## src/rtl/switch_debouncer_pkg.sv

```systemverilog
// Shared constants and FSM state type for the switch debouncer.
package switch_debouncer_pkg;

   localparam int unsigned CLK_HZ                  = 50_000_000;
   localparam int unsigned DEFAULT_DEBOUNCE_CYCLES = CLK_HZ / 100;  // 10 ms
   localparam int unsigned DEFAULT_CNT_W           = 19;

   typedef enum logic {
      ST_STABLE    = 1'b0,
      ST_COUNTING  = 1'b1
   } db_state_t;

endpackage

```

## src/rtl/switch_debouncer_bit.sv

```systemverilog
// Single-bit debouncer: two-flop synchronizer, STABLE/COUNTING FSM, stability counter.
module debounce_bit
   import switch_debouncer_pkg::*;
#(
   parameter int unsigned DEBOUNCE_CYCLES = DEFAULT_DEBOUNCE_CYCLES,
   parameter int unsigned CNT_W           = DEFAULT_CNT_W
) (
   input  logic clk,
   input  logic reset,
   input  logic i_raw,
   output logic o_level,
   output logic o_update
);

   localparam logic [CNT_W-1:0] LAST = CNT_W'(DEBOUNCE_CYCLES - 1);

   logic [1:0]       r_sync;
   db_state_t        r_state, w_state_nxt;
   logic [CNT_W-1:0] r_cnt, w_cnt_nxt;
   logic             r_level, w_level_nxt;
   logic             r_upd, w_upd_nxt;
   logic             w_differs;

   always_ff @(posedge clk or posedge reset) begin
      if (reset) r_sync <= '0;
      else       r_sync <= {r_sync[0], i_raw};
   end

   assign w_differs = r_sync[1] ^ r_level;

   always_ff @(posedge clk or posedge reset) begin
      if (reset) begin
         r_state <= ST_STABLE;
         r_cnt   <= '0;
         r_level <= 1'b0;
         r_upd   <= 1'b0;
      end else begin
         r_state <= w_state_nxt;
         r_cnt   <= w_cnt_nxt;
         r_level <= w_level_nxt;
         r_upd   <= w_upd_nxt;
      end
   end

   always_comb begin
      w_state_nxt = r_state;
      w_cnt_nxt   = r_cnt;
      w_level_nxt = r_level;
      w_upd_nxt   = 1'b0;
      case (r_state)
         ST_STABLE: begin
            if (w_differs) begin
               // A one-cycle window is already satisfied by the first differing sample.
               if (DEBOUNCE_CYCLES == 1) begin
                  w_level_nxt = r_sync[1];
                  w_upd_nxt   = 1'b1;
               end else begin
                  w_state_nxt = ST_COUNTING;
                  w_cnt_nxt   = CNT_W'(1);
               end
            end
         end
         ST_COUNTING: begin
            if (!w_differs) begin
               w_state_nxt = ST_STABLE;
               w_cnt_nxt   = '0;
            end else if (r_cnt == LAST) begin
               w_state_nxt = ST_STABLE;
               w_cnt_nxt   = '0;
               w_level_nxt = r_sync[1];
               w_upd_nxt   = 1'b1;
            end else begin
               w_cnt_nxt   = r_cnt + CNT_W'(1);
            end
         end
      endcase
   end

   assign o_level  = r_level;
   assign o_update = r_upd;

endmodule

```

## src/rtl/switch_debouncer.sv

```systemverilog
// Parallel switch debouncer: WIDTH independent debounce_bit instances plus a shared change strobe.
module switch_debouncer
   import switch_debouncer_pkg::*;
#(
   parameter int unsigned WIDTH           = 4,
   parameter int unsigned DEBOUNCE_CYCLES = DEFAULT_DEBOUNCE_CYCLES,
   parameter int unsigned CNT_W           = DEFAULT_CNT_W
) (
   input  logic             clk,
   input  logic             reset,
   input  logic [WIDTH-1:0] switches_raw,
   output logic [WIDTH-1:0] switches,
   output logic             changed,
   output logic [WIDTH-1:0] changed_mask
);

   for (genvar g = 0; g < WIDTH; g++) begin : g_bit
      debounce_bit #(
         .DEBOUNCE_CYCLES (DEBOUNCE_CYCLES),
         .CNT_W           (CNT_W)
      ) u_bit (
         .clk      (clk),
         .reset    (reset),
         .i_raw    (switches_raw[g]),
         .o_level  (switches[g]),
         .o_update (changed_mask[g])
      );
   end

   assign changed = |changed_mask;

endmodule

```

## config.mk

```make
export PLATFORM = sky130hd
export DESIGN_NAME = switch_debouncer
export DESIGN_NICKNAME = d
export VERILOG_FILES = /design/src/rtl/switch_debouncer_pkg.sv /design/src/rtl/switch_debouncer_bit.sv /design/src/rtl/switch_debouncer.sv
export SDC_FILE = /design/constraint.sdc
export NUM_CORES = 1
export LEC_CHECK = 0
export CORE_ASPECT_RATIO = 1.2
export CORE_MARGIN = 5
export CORE_UTILIZATION = 45
export DETAILED_ROUTE_END_ITERATION = 10
export PLACE_DENSITY_LB_ADDON = 0.15
export SKIP_LAST_GASP = 1
export SYNTH_ARGS = -nofsm -noshare
export SYNTH_HDL_FRONTEND = slang
export SYNTH_SLANG_ARGS = --single-unit
```

## constraint.sdc

```tcl
create_clock -name clk -period 4.05 [get_ports clk]
set_input_delay 0.81 -clock clk [delete_from_list [all_inputs] [get_ports clk]]
set_output_delay 0.81 -clock clk [all_outputs]
set_load 0.05 [all_outputs]
```

==> summary.txt <==
GRT
  – GRT overflow: 0
  – First-pass GRT wire length: 18,400 um
  – Tot GR Track Use: 0.162
  – Pin count of the biggest net entering global routing: 97
  – Number of global-route vias before repair: 3,836
  – Antenna violations before repair: 0

Floorplan
  – Row count: 42
  – Initial Util: 0.464
  – Die ar.: 13,700 um^2
  – Total core area: 11,100 um^2
  – Die X: 108 um
  – IO Pins: 15
  – Die Span Y: 127 um

STA
  – Period utilization: 0.677
  – Worst relative slew slack: 0.153
  – Setup TNS: 0 ps
  – Fmax: 365 MHz
  – Shortest period the worst path allows: 2740 ps
  – Endpoints failing setup: 0
  – Final Hold Viols: 0
  – Final Skew: 5.19 ps
  – Worst Max-Slew Pin Slew: 1270 ps
  – Final Max Slew Viols: 0
  – RSZ-0062 raised after global routing: no

Final layout
  – Most frequent cells in the layout: dfrtp_1, nand2_1, nand3_1
  – Commonest non-fill, non-tap cell in the layout: dfrtp_1
  – Area growth syn-to-layout: 8.62%
  – Nets: 548
  – N_diodes: 0
  – Layout cells sized above 1: 0.0773

Route
  – Post-route DRC violation count: 0
  – DRT antenna net count: 0
  – DR vias/cell: 5.85
  – WL per Instance: 15.1 um
  – Routed wire length: 10,500 um
  – Drt first pass iters: 6
  – Via count: 4,078
  – DR iter-0 viols: 234

Pwr
  – VDD IR max: 238 uV
  – Comb pwr share: 0.067
  – Net Sw Power: 0.000519 W
  – Pint: 0.00153 W
  – Pleak: 2.27 nW
  – PnR Total Power: 0.00205 W
  – Pwr dens: 367 nW/um^2
  – Sw frac: 0.253
  – Flop pwr share: 0.506
  – Clock power share: 0.426

Clocking
  – CTS tree: done
  – # Post-CTS Setup Buffers: 0
  – Htree depth: 3
  – Num CTS Buffers: 9
  – Root Buffer: clkbuf_16
  – Max clock buf depth: 2
  – Hold buffers post-CTS: 0
  – Sinks on Clock Net: 96
  – Worst-Skew Late Latency: 340 ps
  – Clock transition at path regs: 70 ps
  – Gates resized, CTS repair: 0

Flow run
  – # Max-Cap Violations: 0

Status
  – Outcome: completed

Placement
  – PortBufs: 14
  – Final RePlAce weighted congestion: 0.826
  – Post-DP HPWL: 6970 um

Worst setup path
  – Critical Path Start Type: flip-flop
  – CP endpoint kind: output port
  – Worst R2R Path Depth: 6
  – Critical Path RT: 3240 ps
  – Critical path class: flip-flop to output port
  – Arr. time, crit path: 1930 ps
  – Max FO, Critical Path: 2

Yosys
  – Post-synthesis register bit count: 96
  – Post-synthesis sequential area ratio: 0.467
  – Syn Area/Cell: 9.45 um^2
  – EDFF count, synth: 0
  – Post-synth cell types: 58
  – Syn Nets: 554
  – Cell Area, Synth: 5140 um^2
  – Ys flop type: dfrtp_1
  – Post-Synthesis Cells: 544
  – Synth Warn #: 0
  – Async set-reset flop share out of synthesis: 1.00

Hold path
  – Worst hold path class: flip-flop to flip-flop
  – Hold path depth: 0
==> cell families (layout without fill, tap and decap cells) <==
logic type,count (synthesis),in the layout,share of synthesized area
DFF,96,96,0.467
muxes,11,11,0.0224
and+or+nand+nor,229,229,0.244
AOI/OAI and AO/OA,147,147,0.184
adders and majority gates,4,4,0.00974
xor gates and xnor gates,10,10,0.0185
buffers and inverters,47,46,0.0538
==> power groups by stage <==
stage	combinational [W]	clock (W)	sequential (W)
floorplan	0.000112	0	0.00104
finish	0.000138	0.000874	0.00104
global placement	0.000135	0	0.00105
CTS	0.000140	0.000900	0.00104
detailed placement	0.000141	0	0.00105
global route	0.000159	0.000931	0.00105
==> metrics by stage <==
step	hold WS [ps]	utilization	setup WS [ps]	cells	cell area, um^2
4_1_cts	367	0.504	1290	697	5580
2_1_floorplan	331	-	735	544	5140
5_1_grt	375	0.504	1250	697	5580
6_report	359	0.504	1310	697	5580
3_5_place_dp	345	0.476	1580	681	5280
3_3_place_gp	333	0.476	1660	681	5280
==> worst paths after layout <==
kind | startpoint | to | slack, ps
min in group asynchronous | reset | g_bit[1].u_bit.r_cnt[9]$_DFFE_PP0P_ | 950
hold reg to reg | g_bit[0].u_bit.r_sync[0]$_DFF_PP0_ | g_bit[0].u_bit.r_sync[1]$_DFF_PP0_ | 360
setup reg to reg | g_bit[0].u_bit.r_cnt[0]$_DFFE_PP0P_ | g_bit[0].u_bit.r_cnt[2]$_DFFE_PP0P_ | 1550
hold / removal | g_bit[0].u_bit.r_sync[0]$_DFF_PP0_ | g_bit[0].u_bit.r_sync[1]$_DFF_PP0_ | 360
setup / recovery | g_bit[1].u_bit.o_update$_DFF_PP0_ | changed | 1310
max in group asynchronous | reset | g_bit[2].u_bit.r_cnt[4]$_DFFE_PP0P_ | 2730
==> cell type report <==
cell class                      instances  area, um^2
Clock buffer                            9         225
Clock inverter                          7        78.8
Fill cell                            1021        5500
Inverter                               14        55.1
Multi-Input combinational cell        401        2460
Sequential cell                        96        2400
Tap cell                              154         193
Timing Repair Buffer                   16         168
==> state kept, by name (all words and copies together) (netlist names) <==
name	cells
g_bit.u_bit.r_state	4
g_bit.u_bit.r_cnt	76
g_bit.u_bit.o_update	4
g_bit.u_bit.o_level	4
g_bit.u_bit.r_sync	8
==> worst max-delay path, cell delays in order (launching register included) <==
cell and delay [ps]:
dfrtp_1 380, or4_1 500, clkdlybuf4s50_1 710
==> cells in the mapped netlist (all sizes together) (2+ instances only) <==
cell type / number / share of area
o31ai: 2 / 0.0029
a21oi: 38 / 0.038
a41oi: 10 / 0.017
nand4b: 2 / 0.0034
a22o: 10 / 0.017
a21o: 7 / 0.010
o21ai: 27 / 0.026
or2: 4 / 0.0049
mux2i: 7 / 0.014
and3: 11 / 0.013
mux2: 4 / 0.0088
or2b: 3 / 0.0044
or4: 6 / 0.0095
or4b: 2 / 0.0046
ha: 4 / 0.0097
xor2: 6 / 0.012
a31oi: 36 / 0.045
a32oi: 3 / 0.0051
xnor2: 4 / 0.0068
dfrtp: 96 / 0.47
nor4: 7 / 0.016
nand4: 19 / 0.023
inv: 14 / 0.010
nand2: 60 / 0.044
clkbuf: 9 / 0.0066
buf: 24 / 0.037
or3: 6 / 0.0073
nor4b: 4 / 0.0068
nand2b: 5 / 0.0061
and2: 8 / 0.0097
nor3: 10 / 0.012
nor2: 29 / 0.023
o211ai: 5 / 0.0073
o21ba: 2 / 0.0039
nand3: 46 / 0.046
and4: 4 / 0.0068
==> routing by layer <==
layer  share of wire  global-route usage  up-vias
met5               0                   0        -
met4           0.014              0.0602        0
met3           0.024              0.0212       13
met2            0.47               0.259       64
met1            0.50               0.226     1984
li1                -                   -     2017
No activity file was read; power rests on OpenSTA's default activity.
